[config.mk]
export PLATFORM = sky130hd
export DESIGN_NAME = cache_axi_bridge
export DESIGN_NICKNAME = d
export VERILOG_FILES = /design/src/rtl/cache_axi_bridge_pkg.sv /design/src/rtl/cache_axi_bridge_axi_wr_engine.sv /design/src/rtl/cache_axi_bridge.sv
export SDC_FILE = /design/constraint.sdc
export NUM_CORES = 1
export LEC_CHECK = 0
export ABC_AREA = 1
export BUFFER_PORTS_ARGS = -buffer_cell sky130_fd_sc_hd__buf_2
export CAP_MARGIN = 25
export CORE_AREA = 2 2 159 161
export CTS_CLUSTER_DIAMETER = 200
export CTS_CLUSTER_SIZE = 8
export DETAILED_ROUTE_END_ITERATION = 7
export DIE_AREA = 0 0 161 163
export PLACE_DENSITY = 0.68
export SYNTH_ARGS = -nofsm -noshare
export SYNTH_HDL_FRONTEND = slang
export SYNTH_HIERARCHICAL = 1
export SYNTH_SLANG_ARGS = --single-unit
[constraint.sdc]
create_clock -name clk -period 16.8 [get_ports clk]
set_clock_uncertainty 0.15 [all_clocks]
set_input_delay 0.84 -clock clk [delete_from_list [all_inputs] [get_ports clk]]
set_output_delay 0.84 -clock clk [all_outputs]
set_load 0.1 [all_outputs]
[src/rtl/cache_axi_bridge_pkg.sv]
// cache_axi_bridge_pkg: request-type codes, FSM states and AXI payload helpers
package cache_axi_bridge_pkg;
  localparam logic [2:0] RT_BYTE = 3'b000;
  localparam logic [2:0] RT_HALF = 3'b001;
  localparam logic [2:0] RT_LINE = 3'b100;
  typedef enum logic [1:0] {R_IDLE, R_AR, R_DATA} r_state_t;
  typedef enum logic [1:0] {W_IDLE, W_AW, W_DATA, W_RESP} w_state_t;
  function automatic logic [31:0] axi_addr(input logic [31:0] a, input logic [2:0] t);
    return t == RT_LINE ? {a[31:4], 4'b0} : a;
  endfunction
  function automatic logic [7:0] axi_len(input logic [2:0] t, input int words);
    return t == RT_LINE ? 8'(words - 1) : 8'd0;
  endfunction
  function automatic logic [2:0] axi_size(input logic [2:0] t);
    return t == RT_BYTE ? 3'd0 : t == RT_HALF ? 3'd1 : 3'd2;
  endfunction
endpackage

[src/rtl/cache_axi_bridge_axi_wr_engine.sv]
// axi_wr_engine: write FSM issuing AW, beat-counted W bursts and waiting on B
module axi_wr_engine
  import cache_axi_bridge_pkg::*;
#(
  parameter int LINE_WORDS = 4,
  parameter int DATA_W = 32
) (
  input  logic                         clk,
  input  logic                         rst,
  input  logic                         wr_req,
  input  logic [2:0]                   wr_type,
  input  logic [31:0]                  wr_addr,
  input  logic [3:0]                   wr_wstrb,
  input  logic [LINE_WORDS*DATA_W-1:0] wr_data,
  output logic                         wr_rdy,
  output logic [27:0]                  pend_line,
  output logic                         awvalid,
  input  logic                         awready,
  output logic [31:0]                  awaddr,
  output logic [7:0]                   awlen,
  output logic [2:0]                   awsize,
  output logic                         wvalid,
  input  logic                         wready,
  output logic                         wlast,
  output logic [DATA_W-1:0]            wdata,
  output logic [3:0]                   wstrb,
  input  logic                         bvalid,
  output logic                         bready
);
  localparam int CW = $clog2(LINE_WORDS);
  w_state_t state, nxt;
  logic [31:0] addr_q;
  logic [2:0] type_q;
  logic [3:0] strb_q;
  logic [LINE_WORDS*DATA_W-1:0] data_q;
  logic [7:0] cnt;
  assign wr_rdy = state == W_IDLE;
  assign pend_line = addr_q[31:4];
  assign awvalid = state == W_AW;
  assign awaddr = axi_addr(addr_q, type_q);
  assign awlen = axi_len(type_q, LINE_WORDS);
  assign awsize = axi_size(type_q);
  assign wvalid = state == W_DATA;
  assign wdata = data_q[DATA_W*int'(cnt[CW-1:0]) +: DATA_W];
  assign wstrb = type_q == RT_LINE ? 4'hF : strb_q;
  assign wlast = cnt == awlen;
  assign bready = state == W_RESP;
  // next state: AW handshake strictly precedes any W beat
  always_comb begin
    nxt = state;
    if (state == W_IDLE && wr_req) nxt = W_AW;
    if (state == W_AW && awready) nxt = W_DATA;
    if (state == W_DATA && wready && wlast) nxt = W_RESP;
    if (state == W_RESP && bvalid) nxt = W_IDLE;
  end
  // state register and beat counter
  always_ff @(posedge clk) begin
    if (rst) begin
      state <= W_IDLE;
      cnt <= '0;
    end else begin
      state <= nxt;
      if (wvalid && wready) cnt <= wlast ? '0 : cnt + 8'd1;
    end
  end
  // request capture on accept
  always_ff @(posedge clk) begin
    if (wr_req && wr_rdy) begin
      addr_q <= wr_addr;
      type_q <= wr_type;
      strb_q <= wr_wstrb;
      data_q <= wr_data;
    end
  end
endmodule

[src/rtl/cache_axi_bridge.sv]
// cache_axi_bridge: cache request interface to AXI master with independent read and write FSMs
module cache_axi_bridge
  import cache_axi_bridge_pkg::*;
#(
  parameter int LINE_WORDS = 4,
  parameter int DATA_W = 32
) (
  input  logic                         clk,
  input  logic                         rst,
  input  logic                         rd_req,
  input  logic [2:0]                   rd_type,
  input  logic [31:0]                  rd_addr,
  output logic                         rd_rdy,
  output logic                         ret_valid,
  output logic                         ret_last,
  output logic [DATA_W-1:0]            ret_data,
  input  logic                         wr_req,
  input  logic [2:0]                   wr_type,
  input  logic [31:0]                  wr_addr,
  input  logic [3:0]                   wr_wstrb,
  input  logic [LINE_WORDS*DATA_W-1:0] wr_data,
  output logic                         wr_rdy,
  output logic                         arvalid,
  input  logic                         arready,
  output logic [31:0]                  araddr,
  output logic [7:0]                   arlen,
  output logic [2:0]                   arsize,
  input  logic                         rvalid,
  output logic                         rready,
  input  logic                         rlast,
  input  logic [DATA_W-1:0]            rdata,
  output logic                         awvalid,
  input  logic                         awready,
  output logic [31:0]                  awaddr,
  output logic [7:0]                   awlen,
  output logic [2:0]                   awsize,
  output logic                         wvalid,
  input  logic                         wready,
  output logic                         wlast,
  output logic [DATA_W-1:0]            wdata,
  output logic [3:0]                   wstrb,
  input  logic                         bvalid,
  output logic                         bready
);
  r_state_t r_state, r_nxt;
  logic [31:0] ra_q;
  logic [2:0] rt_q;
  logic [27:0] pend_line;
  logic hazard;
  axi_wr_engine #(.LINE_WORDS(LINE_WORDS), .DATA_W(DATA_W)) u_wr (
    .clk(clk), .rst(rst), .wr_req(wr_req), .wr_type(wr_type), .wr_addr(wr_addr),
    .wr_wstrb(wr_wstrb), .wr_data(wr_data), .wr_rdy(wr_rdy), .pend_line(pend_line),
    .awvalid(awvalid), .awready(awready), .awaddr(awaddr), .awlen(awlen), .awsize(awsize),
    .wvalid(wvalid), .wready(wready), .wlast(wlast), .wdata(wdata), .wstrb(wstrb),
    .bvalid(bvalid), .bready(bready)
  );
  assign hazard = (wr_rdy ? wr_req : 1'b1) && rd_addr[31:4] == (wr_rdy ? wr_addr[31:4] : pend_line);
  assign rd_rdy = r_state == R_IDLE && !hazard;
  assign arvalid = r_state == R_AR;
  assign araddr = axi_addr(ra_q, rt_q);
  assign arlen = axi_len(rt_q, LINE_WORDS);
  assign arsize = axi_size(rt_q);
  assign rready = r_state == R_DATA;
  assign ret_valid = rready && rvalid;
  assign ret_last = rready && rlast;
  assign ret_data = rdata;
  // read next state
  always_comb begin
    r_nxt = r_state;
    if (r_state == R_IDLE && rd_req && rd_rdy) r_nxt = R_AR;
    if (r_state == R_AR && arready) r_nxt = R_DATA;
    if (r_state == R_DATA && rvalid && rlast) r_nxt = R_IDLE;
  end
  // read state register
  always_ff @(posedge clk) begin
    if (rst) r_state <= R_IDLE;
    else r_state <= r_nxt;
  end
  // read request capture on accept
  always_ff @(posedge clk) begin
    if (rd_req && rd_rdy) begin
      ra_q <= rd_addr;
      rt_q <= rd_type;
    end
  end
endmodule
Word level (Yosys, flattened, before mapping)
Index checks and enable logic that the tools add are counted.
- register bits after elaboration: 214
- logic and storage cells: 64
- add/sub/neg operators: 1
- eq/ne operators: 11
- shifts and indexed selects: 1
- muxes and demuxes: 17
- reductions and logical operators: 24
- operators by type and width (operator ; number):
    variable part select 128 x 8 -> 32 bit ; 1
    == test 28 bit ; 1
    two-way mux 28 bit ; 1
    two-way mux 2 bit ; 10
    logical AND 1 bit ; 14
    two-way mux 4 bit ; 3
    adder 8 x 1 -> 8 bit (second input constant) ; 1
    == test 8 bit ; 1
    two-way mux 8 bit ; 1
    == test 2 bit (second input constant) ; 3
    == test 3 x 1 -> 1 bit (second input constant) ; 2
    == test 3 bit (second input constant) ; 2
    logical NOT 3 bit ; 2
    == test 2 x 1 -> 1 bit (second input constant) ; 2
    logical NOT 2 bit ; 2
    OR reduction 2 bit ; 2
    two-way mux 3 bit ; 1
    nonzero test 3 bit ; 1
    OR reduction 3 bit ; 1
    nonzero test 2 bit ; 1
    logical NOT 1 bit ; 1
    two-way mux 1 bit ; 1

Logic depth before layout (Yosys ltp)
Gate-level depths: netlist of the first run.
- depth after elaboration: 9
- depth in mapped cells: 15
- gate-level depth less buffers: 14

Cells and area by module
Netlist of the first run, hierarchy kept.
- modules (own cells, without submodules) (module ; instances ; cells an instance ; area each (um^2) ; seq. area each (um^2)):
    axi_wr_engine ; 1 ; 525 ; 7049.3 ; 5215.0
    cache_axi_bridge ; 1 ; 364 ; 2732.6 ; 1091.0

Worst setup path before layout of the first run
Ideal clock, no wire load.
- path type: input -> register
- start point: in wr_req
- end point: reg u_wr.addr_q[0], enable pin
- setup time: 0.934 ns
- arrival: 12.801 ns
- data required time: 15.716 ns
- path slack: 2.915 ns
- stages on the path: 1
- path through: nor3b_1
- word-level cells in the longest chain between the ends: 1
- RTL lines (item ; RTL line ; RTL):
    from (decl) ; cache_axi_bridge.sv:17 ; input logic wr_req,
    logical AND 1 bit ; cache_axi_bridge_axi_wr_engine.sv:68 ; if (wr_req && wr_rdy) begin
    to (signal assigned) ; cache_axi_bridge_axi_wr_engine.sv:69 ; addr_q <= wr_addr;
    to (decl) ; cache_axi_bridge_axi_wr_engine.sv:32 ; logic [31:0] addr_q;
No other way between the ends.
A chain may end at the register's enable or synchronous reset.

Worst setup path after layout of the first run
- start point: reg u_wr.state[1]
- end point: out rd_rdy
- word-level cells in the longest chain between the ends: 6
- elaborated cells on any way between the ends: 7
- RTL lines (item ; RTL line ; RTL):
    from (decl) ; cache_axi_bridge_axi_wr_engine.sv:31 ; w_state_t state, nxt;
    from (signal assigned) ; cache_axi_bridge_axi_wr_engine.sv:62 ; state <= nxt;
    logical NOT 2 bit (*) ; cache_axi_bridge_axi_wr_engine.sv:37 ; assign wr_rdy = state == W_IDLE;
    two-way mux 28 bit ; cache_axi_bridge.sv:57 ; assign hazard = (wr_rdy ? wr_req : 1'b1) && rd_addr[31:4] == (wr_rdy ? wr_addr[31:4] : pend_line);
    == test 28 bit ; cache_axi_bridge.sv:57 ;
    logical AND 1 bit (*) ; cache_axi_bridge.sv:57 ;
    logical NOT 1 bit (*) ; cache_axi_bridge.sv:58 ; assign rd_rdy = r_state == R_IDLE && !hazard;
    logical AND 1 bit (*) ; cache_axi_bridge.sv:58 ;
    to (decl) ; cache_axi_bridge.sv:13 ; output logic rd_rdy,
Mark *: on every way between the ends. The rest lies on a longest branch, timed or not.

==> flow_metrics.py, run 1 <==
metrics = {
    "grt": {
        "globalRouteTotalUtil_pct": 17.21,
        "grt_pass1_vias": 6508,
        "grt_pass1_wl_um": 35000,
        "grt_max_degree": 168,
        "antenna_found_initial": 2,
        "grt-ovfl-total": 0,
    },
    "timing": {
        "fin_crit_sh_pct": 24.41,
        "finalSetupViolations": 0,
        "layout_min_cycle_time_ps": 4101,
        "worst_pin_slew_ps": 1075,
        "grt_setup_unrepaired": "false",
        "slew_violations": 0,
        "finalHoldViolations": 0,
        "hold_ws_ps": 329.9,
        "finalWorstSetupSlack_ps": 12700,
        "slew_headroom_pct": 28.35,
        "fmax_mhz": 243.8,
        "finalSetupTns_ps": 0,
    },
    "floorplan": {
        "die_area_um2": 26240,
        "dieHeight_um": 163,
        "num_rows": 58,
        "fp.dieW_um": 161,
        "fp.coreArea_um2": 24670,
        "initial_core_util_pct": 39.65,
        "floorplan.io_pins": 408,
    },
    "job": {
        "maxCapViolations": 0,
    },
    "drt": {
        "highest_layer": "met4",
        "ant_nets": 0,
        "drc": 0,
        "wire_per_inst_um": 16.21,
        "drt-total-wl_um": 23530,
        "route.met2.wl_um": 11800,
        "wl_met3_um": 2485,
        "viasPerCell": 4.632,
        "dr.pass1.iters": 4,
        "drt_iter0_drc": 387,
        "num_vias": 6721,
        "met1_length_um": 8712,
    },
    "synthesis": {
        "synth.avg_cell_area_um2": 11.00,
        "synth-edff-count": 202,
        "seq_area_frac_synth_pct": 64.47,
        "netlist_area_um2": 9782,
        "synth.distinct_cells": 35,
        "yosysWarnings": 6,
        "syn_inst": 889,
        "ys_async_sr_fraction_pct": 0,
        "synth_top_cell_area_share_pct": 62.01,
        "synth.largest_area_cell": "edfxtp_1",
        "ys_ff_latch": 214,
        "yosysMostFrequentCell": "edfxtp_1",
        "ys.flop_type": "edfxtp_1",
        "ys_top_cells_by_count": "202 x edfxtp_1, 162 x nand2_1, 135 x buf_4",
        "synth_area_leaders": "edfxtp_1 62%, buf_4 10%, nand2_1 6.2%",
    },
    "placed_design": {
        "place_hpwl_um": 17040,
        "io_buffers": 329,
        "post-place-ws_ps": 13210,
        "gp_congestion": 0.8353,
    },
    "power_and_ir_drop": {
        "p_total_mw": 1.562,
        "leakage_nw": 5.061,
        "p_per_area_nw_per_um2": 134.4,
        "ir_drop_mv": 0.1040,
    },
    "setup_path": {
        "reg2regPathDepth": 14,
        "rr_endpoint": "rt_q[1]$_DFFE_PP_",
        "cp-start-kind": "flip-flop",
        "worstPathMaxFanout": 36,
        "cp.arrival_ps": 3110,
        "end_kind": "output port",
        "required_ps": 15810,
        "rrSetupSlack_ps": 13590,
        "r2r-start": "u_wr/state[1]$_SDFFE_PP0P_",
        "worst-setup-path-type": "flip-flop to output port",
    },
    "layout": {
        "nFillCells": 2289,
        "fin_util_pct": 47.08,
        "seq_area_um2": 6307,
        "multi_input_area_um2": 2125,
        "layout-drive-gt1-share_pct": 34.32,
        "num-nets-final": 1352,
        "area_growth_pct": 18.75,
    },
    "clock_network": {
        "clk_latency_ps": 530,
        "cts_hold_buf": 0,
        "root_buffer": "clkbuf_16",
        "htreeDepth": 1,
        "path_clk_slew_ps": 50,
        "cts_num_sinks": 214,
        "clockBufferDepth": 3,
        "numCtsBuffers": 30,
        "ctsResizeCount": 0,
        "cts_tree": "yes",
        "post-cts-setup-buffers": 0,
    },
    "min_path": {
        "hold_end": "u_wr/data_q[66]$_DFFE_PP_",
        "timing.hold.worst.start": "wr_data[66]",
        "hold_path_class": "primary input to flip-flop",
        "holdPathStages": 1,
    },
    "run_status": {
        "status": "finished clean",
    },
}
[how the worst max path moves through the flow]
stage                     slack, ps                        to                       start
after detailed placement      13210                    rd_rdy  u_wr/state[1]$_SDFFE_PP0P_
after global routing          12390                    rd_rdy  u_wr/state[1]$_SDFFE_PP0P_
after floorplan                2910  u_wr/addr_q[0]$_DFFE_PP_                      wr_req
after CTS                     12620                    rd_rdy  u_wr/state[1]$_SDFFE_PP0P_
final                         12700                    rd_rdy  u_wr/state[1]$_SDFFE_PP0P_
after global placement        13210                    rd_rdy  u_wr/state[1]$_SDFFE_PP0P_
[cell type report]
type	instances	area share (%)
timing repair buffer	333	14.54
inverter	66	2.176
clock inverter	1	0.03231
clock buffer	43	7.066
multi-input combinational	462	18.29
tap	330	3.555
antenna	2	0.04309
sequential	214	54.30
[cells in the final DEF (no fill, tap or decap), types with 2 or more instances in the layout]
cell,n
nand3_1,30
and3_1,2
buf_2,329
a21oi_2,2
inv_1,63
diode_2,2
o22ai_1,32
nand3b_1,9
a21oi_1,9
o21ai_0,68
clkbuf_1,12
or2_2,5
or2_1,2
clkbuf_16,31
buf_4,3
nor2_1,105
conb_1,14
clkinv_1,2
nor2_4,2
nand3_2,3
dfxtp_1,11
edfxtp_1,202
nand2_2,2
xor2_1,2
nand2_1,162
nand4_1,5
[logic make-up after synthesis]
kind of cell             after synthesis  share of synthesized area, %
AND/OR/NAND/NOR                      331                         14.34
adder cells (fa/ha/maj)                1                        0.1279
other                                  2                       0.07677
AO/OA/AOI/OAI                        113                         6.319
buffers and inverters                225                         14.40
XOR/XNOR                               3                        0.2687
flip-flops                           214                         64.47
[report_power, final]
group / switching (mW) / internal, mW
Combinational: 0.312 / 0.0624
Sequential: 0.0138 / 0.640
Clock: 0.204 / 0.329
[critical path, cell delays in order (launching register included)]
cell and delay, ps:
dfxtp_1 390, nor2_4 720, inv_6 230, nand2_1 150, nand2_1 60, nand2_1 60, nand2_1 50, nand2_1 70
nor2_1 40, nand2_1 90, nor2_1 60, nand2_1 80, nand2_1 70, inv_1 60, buf_2 410
[per-stage QoR]
stage | instances | instance area [um^2]
global placement | 1405 | 10790
global route | 1449 | 11610
finish | 1451 | 11620
detailed placement | 1405 | 10790
floorplan | 901 | 9827
CTS | 1449 | 11610
[layer usage]
| metal | vias up | GRT usage, % |
|---|---|---|
| li1 | 3298 | - |
| met1 | 3068 | 19.43 |
| met2 | 316 | 31.08 |
| met3 | 39 | 5.780 |
| met4 | 0 | 4.870 |
| met5 | - | 0 |
[registers in the layout (all words and copies together) (netlist names)]
| signal | flops |
|---|---|
| u_wr/state | 2 |
| u_wr/type_q | 3 |
| u_wr/addr_q | 32 |
| u_wr/strb_q | 4 |
| r_state | 2 |
| u_wr/data_q | 128 |
| ra_q | 32 |
| rt_q | 3 |
| u_wr/cnt | 8 |
No activity file was read; power rests on OpenSTA's default activity.
==> inputs of run 2 (changes only) <==
clock period = 3.9 ns   (was 16.8 ns; I/O delays follow)
==> run 2 against run 1 <==
Critical endpoint unchanged; die area unchanged; cell count increased by 16%; global-route usage increased by 3.5 points; largest power group unchanged; clock power increased to 4.6 times the previous value; critical path type unchanged; non-clock buffer count increased by 218; sequential cell count unchanged; total power increased to 4.5 times the previous value.
==> flow_metrics.py, run 2 (synthesis gave the netlist of run 1 again) <==
metrics = {
    "setup_path": {
        "rr_endpoint": "r_state[0]$_SDFFE_PP0P_",
        "worst-setup-path-type": "flip-flop to output port",
        "cp.arrival_ps": 2950,
        "cp-start-kind": "flip-flop",
        "rrSetupSlack_ps": 1010,
        "reg2regPathDepth": 16,
        "required_ps": 3560,
        "r2r-start": "u_wr/state[1]$_SDFFE_PP0P_",
        "worstPathMaxFanout": 28,
        "end_kind": "output port",
    },
    "timing": {
        "finalSetupViolations": 0,
        "layout_min_cycle_time_ps": 3294,
        "grt_setup_unrepaired": "false",
        "fin_crit_sh_pct": 84.47,
        "worst_pin_slew_ps": 990.8,
        "fmax_mhz": 303.5,
        "finalHoldViolations": 0,
        "slew_violations": 0,
        "slew_headroom_pct": 33.95,
    },
    "power_and_ir_drop": {
        "p_per_area_nw_per_um2": 510.2,
        "switching_share_pct": 34.05,
        "power_switching_mw": 2.406,
        "p_comb_share_pct": 25.7,
        "p_int_mw": 4.658,
        "seqPwrFrac_pct": 39.9,
        "p_total_mw": 7.064,
        "power.share.clock_pct": 34.4,
        "ir_drop_mv": 0.3908,
        "leakage_nw": 5.995,
    },
    "drt": {
        "drc": 0,
        "viasPerCell": 4.743,
        "num_vias": 7973,
        "wire_per_inst_um": 16.93,
        "ant_nets": 0,
        "dr.pass1.iters": 4,
        "drt-total-wl_um": 28460,
        "drt_iter0_drc": 537,
    },
    "clock_network": {
        "cts_num_sinks": 214,
        "post-cts-setup-buffers": 0,
        "root_buffer": "clkbuf_16",
        "path_clk_slew_ps": 50,
        "numCtsBuffers": 30,
        "clockBufferDepth": 3,
        "ctsResizeCount": 0,
        "htreeDepth": 1,
        "cts_hold_buf": 213,
        "clk_latency_ps": 540,
        "cts_tree": "yes",
    },
    "min_path": {
        "holdPathStages": 2,
        "timing.hold.worst.start": "wr_data[8]",
        "hold_end": "u_wr/data_q[8]$_DFFE_PP_",
        "hold_path_class": "primary input to flip-flop",
    },
    "floorplan": {
        "dieHeight_um": 163,
        "initial_core_util_pct": 39.65,
        "num_rows": 58,
        "fp.dieW_um": 161,
        "die_area_um2": 26240,
        "fp.coreArea_um2": 24670,
        "floorplan.io_pins": 408,
    },
    "layout": {
        "top_regs": "u_wr/data_q (128), ra_q (32), u_wr/addr_q (32)",
        "area_growth_pct": 41.53,
        "layout-drive-gt1-share_pct": 29.06,
        "num-nets-final": 1570,
        "fin_cells": 1681,
        "nFillCells": 1993,
        "layout_common_cells": "329 x buf_2, 213 x dlygate4sd3_1, 202 x edfxtp_1",
        "regMostFlops": "u_wr/data_q",
        "largest_reg_flops": 128,
        "final_common_cell": "buf_2",
    },
    "grt": {
        "grt_pass1_vias": 8085,
        "grt_pass1_wl_um": 42090,
        "grt_max_degree": 98,
        "antenna_found_initial": 1,
        "globalRouteTotalUtil_pct": 20.67,
        "grt-ovfl-total": 0,
    },
    "placed_design": {
        "dp.cells": 1410,
        "gp_congestion": 0.8124,
        "place_hpwl_um": 17410,
        "io_buffers": 329,
    },
    "run_status": {
        "status": "finished clean",
    },
    "job": {
        "maxCapViolations": 0,
    },
}
-- run 2: metrics by stage --
stage	utilization (%)	hold WS, ps	setup TNS, ps	setup slack [ps]	area, um^2
after floorplan	-	111.9	-215110	-1282	9841
after global placement	43.88	221.6	0	1129	10830
after detailed placement	43.88	223.1	0	1036	10830
after CTS	56.09	190.1	0	549.0	13840
after global routing	56.10	203.9	0	352.2	13840
final	56.11	218.2	0	605.6	13840
-- run 2: final cells by class --
class | instances | area [um^2] | area share (%)
flip-flops and latches | 214 | 6310 | 45.58
repair buffers | 551 | 3859 | 27.87
multi-input cells | 462 | 2126 | 15.35
clock buffers | 56 | 879.6 | 6.353
well taps | 330 | 412.9 | 2.982
inverters | 66 | 252.7 | 1.826
diodes | 2 | 5.005 | 0.03615
-- run 2: how the worst max path moves through the flow --
stage / slack, ps / from / depth (start not counted) / end
global route: 350 / u_wr/state[1]$_SDFFE_PP0P_ / 16 / rd_rdy
global placement: 1130 / u_wr/state[1]$_SDFFE_PP0P_ / 15 / ra_q[4]$_DFFE_PP_
CTS: 550 / u_wr/state[1]$_SDFFE_PP0P_ / 15 / rd_rdy
floorplan: -1280 / u_wr/state[0]$_SDFFE_PP0P_ / 1 / u_wr/addr_q[0]$_DFFE_PP_
finish: 610 / u_wr/state[1]$_SDFFE_PP0P_ / 15 / rd_rdy
detailed placement: 1040 / u_wr/state[1]$_SDFFE_PP0P_ / 15 / ra_q[5]$_DFFE_PP_
-- run 2: layer usage --
| layer | vias to the layer above | wire length [um] | GRT usage, % |
|---|---|---|---|
| met5 | - | 0 | 0 |
| met3 | 88 | 2351 | 4.660 |
| met2 | 421 | 15030 | 38.76 |
| met4 | 0 | 996 | 8.401 |
| met1 | 3719 | 10090 | 22.56 |
| li1 | 3745 | - | - |
-- run 2: critical path, stage by stage, from the launching register on --
cell     delay, ps
dfxtp_2        370
nor2_2         290
buf_4          380
inv_6          160
nand2_1        110
nand3_1         80
nand2_1         70
inv_1           30
nand2_1         50
nor2_1          40
nand2_1         60
nor2_1          40
nand2_1        120
nand2_1         70
inv_1           90
buf_2          430
-- run 2: power by group through the flow --
stage                     Clock, mW  Combinational, mW  Sequential (mW)
final                          2.43               1.81             2.82
after global routing           2.58               1.90             2.84
after CTS                      2.45               1.80             2.81
after detailed placement          0               1.63             2.86
after global placement            0               1.61             2.85
after floorplan                   0               1.56             2.86
==> inputs of run 3 (changes only) <==
clock period = 3.27 ns   (was 3.9 ns; I/O delays follow)
==> run 3 against run 2 <==
Worst setup slack worse by 310 ps; first-iteration DRC count is 10% lower; sequential power is 19% higher; non-clock buffer count increased by 4; critical path depth down 2; combinational power grew 21%; via count is 0.65% higher; wire length increased by 1.9%; hold slack worse by 41 ps; cell area increased by 0.39%; core utilization up 0.22 points; cell count is 0.36% higher; largest power group unchanged; critical endpoint unchanged.
==> flow_metrics.py, run 3 (synthesis gave the netlist of run 1 again) <==
metrics = {
    "placed_design": {
        "place_hpwl_um": 17120,
        "io_buffers": 329,
        "gp_congestion": 0.8369,
        "post-place-ws_ps": 643.7,
    },
    "grt": {
        "grt_pass1_vias": 8231,
        "antenna_found_initial": 2,
        "grt-ovfl-total": 0,
        "globalRouteTotalUtil_pct": 21.11,
        "grt_pass1_wl_um": 42950,
        "grt_max_degree": 73,
    },
    "setup_path": {
        "worstPathMaxFanout": 36,
        "worst-setup-path-type": "flip-flop to output port",
        "r2r-start": "u_wr/state[1]$_SDFFE_PP0P_",
        "cp-start-kind": "flip-flop",
        "required_ps": 2960,
        "cp.arrival_ps": 2660,
        "setup.worst_path.start": "u_wr/state[1]$_SDFFE_PP0P_",
        "end_kind": "output port",
    },
    "timing": {
        "finalWorstSetupSlack_ps": 294.7,
        "layout_min_cycle_time_ps": 2975,
        "finalSetupViolations": 0,
        "fin_crit_sh_pct": 90.99,
        "slew_headroom_pct": 52.01,
        "worst_pin_slew_ps": 719.9,
        "finalSetupTns_ps": 0,
        "grt_setup_unrepaired": "false",
        "finalHoldViolations": 0,
        "slew_violations": 0,
        "fmax_mhz": 336.1,
    },
    "drt": {
        "viasPerCell": 4.757,
        "route.met2.wl_um": 15240,
        "ant_nets": 0,
        "drt-total-wl_um": 29000,
        "wl_met3_um": 2500,
        "dr.pass1.iters": 5,
        "highest_layer": "met4",
        "drc": 0,
        "met1_length_um": 9949,
        "wire_per_inst_um": 17.19,
        "num_vias": 8025,
        "drt_iter0_drc": 483,
    },
    "clock_network": {
        "root_buffer": "clkbuf_16",
        "clockBufferDepth": 3,
        "numCtsBuffers": 30,
        "clk_latency_ps": 540,
        "ctsResizeCount": 0,
        "cts_num_sinks": 214,
        "path_clk_slew_ps": 50,
        "post-cts-setup-buffers": 0,
        "cts_tree": "yes",
        "htreeDepth": 1,
    },
    "power_and_ir_drop": {
        "leakage_nw": 6.022,
        "switching_share_pct": 34.37,
        "seqPwrFrac_pct": 39.9,
        "ir_drop_mv": 0.5412,
        "p_per_area_nw_per_um2": 606.0,
        "power.share.clock_pct": 34.1,
        "p_int_mw": 5.528,
        "power_switching_mw": 2.895,
        "p_comb_share_pct": 26.0,
    },
    "job": {
        "maxCapViolations": 0,
    },
    "layout": {
        "layout-drive-gt1-share_pct": 29.34,
        "layout_common_cells": "329 x buf_2, 213 x dlygate4sd3_1, 202 x edfxtp_1",
        "nFillCells": 1960,
        "seq_area_um2": 6310,
        "fin_util_pct": 56.33,
        "final_common_cell": "buf_2",
        "regMostFlops": "u_wr/data_q",
        "area_growth_pct": 42.08,
        "top_regs": "u_wr/data_q (128), ra_q (32), u_wr/addr_q (32)",
        "multi_input_area_um2": 2128,
        "largest_reg_flops": 128,
        "num-nets-final": 1574,
    },
    "floorplan": {
        "fp.coreArea_um2": 24670,
        "fp.dieW_um": 161,
        "dieHeight_um": 163,
        "initial_core_util_pct": 39.65,
        "num_rows": 58,
        "floorplan.io_pins": 408,
        "die_area_um2": 26240,
    },
    "min_path": {
        "timing.hold.worst.start": "rdata[10]",
        "hold_path_class": "primary input to output port",
    },
    "run_status": {
        "status": "finished clean",
    },
}
-- run 3: final timing paths --
| kind | end | slack (ps) | depth (start not counted) |
|---|---|---|---|
| setup / recovery | rd_rdy | 290 | 13 |
| hold / removal | ret_data[10] | 180 | 0 |
| setup reg to reg | ra_q[2]$_DFFE_PP_ | 620 | 13 |
| hold reg to reg | u_wr/cnt[7]$_SDFFE_PP0P_ | 360 | 2 |
-- run 3: worst max-delay path: stages, from the launching register on --
cell,delay [ps]
dfxtp_2,420
nor2_2,80
buf_12,170
inv_6,190
nand2_1,130
a21o_1,180
nand2_1,50
nor2_1,40
nand3_1,80
nor2_1,50
nand2_1,150
nand2_1,90
inv_1,60
buf_2,410
-- run 3: metrics by stage --
step	area [um^2]	power, mW	hold WS [ps]	std cells
after floorplan	9843	5.268	80.37	901
after global placement	10890	5.337	177.7	1414
after detailed placement	10890	5.358	177.7	1414
after CTS	13890	8.416	156.8	1683
after global routing	13890	8.711	168.6	1685
final	13900	8.423	177.0	1687
-- run 3: repair_timing --
| action | 4_1_cts | 5_1_grt |
|---|---|---|
| endpoints found under the setup margin | 0 | 0 |
| hold endpoints to repair | 217 | 0 |
| hold buffers | 213 | 0 |
-- run 3: power groups by stage --
| stage | combinational (mW) | clock [mW] | sequential (mW) |
|---|---|---|---|
| floorplan | 1.86 | 0 | 3.41 |
| global placement | 1.94 | 0 | 3.40 |
| detailed placement | 1.95 | 0 | 3.40 |
| CTS | 2.16 | 2.90 | 3.35 |
| global route | 2.29 | 3.04 | 3.38 |
| finish | 2.19 | 2.87 | 3.36 |
-- run 3: metal layers --
| metal | up-vias | global-route usage, % |
|---|---|---|
| li1 | 3755 | - |
| met1 | 3702 | 22.29 |
| met2 | 468 | 39.29 |
| met3 | 100 | 4.991 |
| met4 | 0 | 10.59 |
| met5 | - | 0 |
-- run 3: layout make-up --
type | instances | area share, %
clock buffers | 55 | 6.149
inverters | 66 | 1.819
diodes | 4 | 0.07202
multi-input cells | 462 | 15.31
repair buffers | 555 | 28.16
clock inverters | 1 | 0.1170
well taps | 330 | 2.971
flip-flops and latches | 214 | 45.40
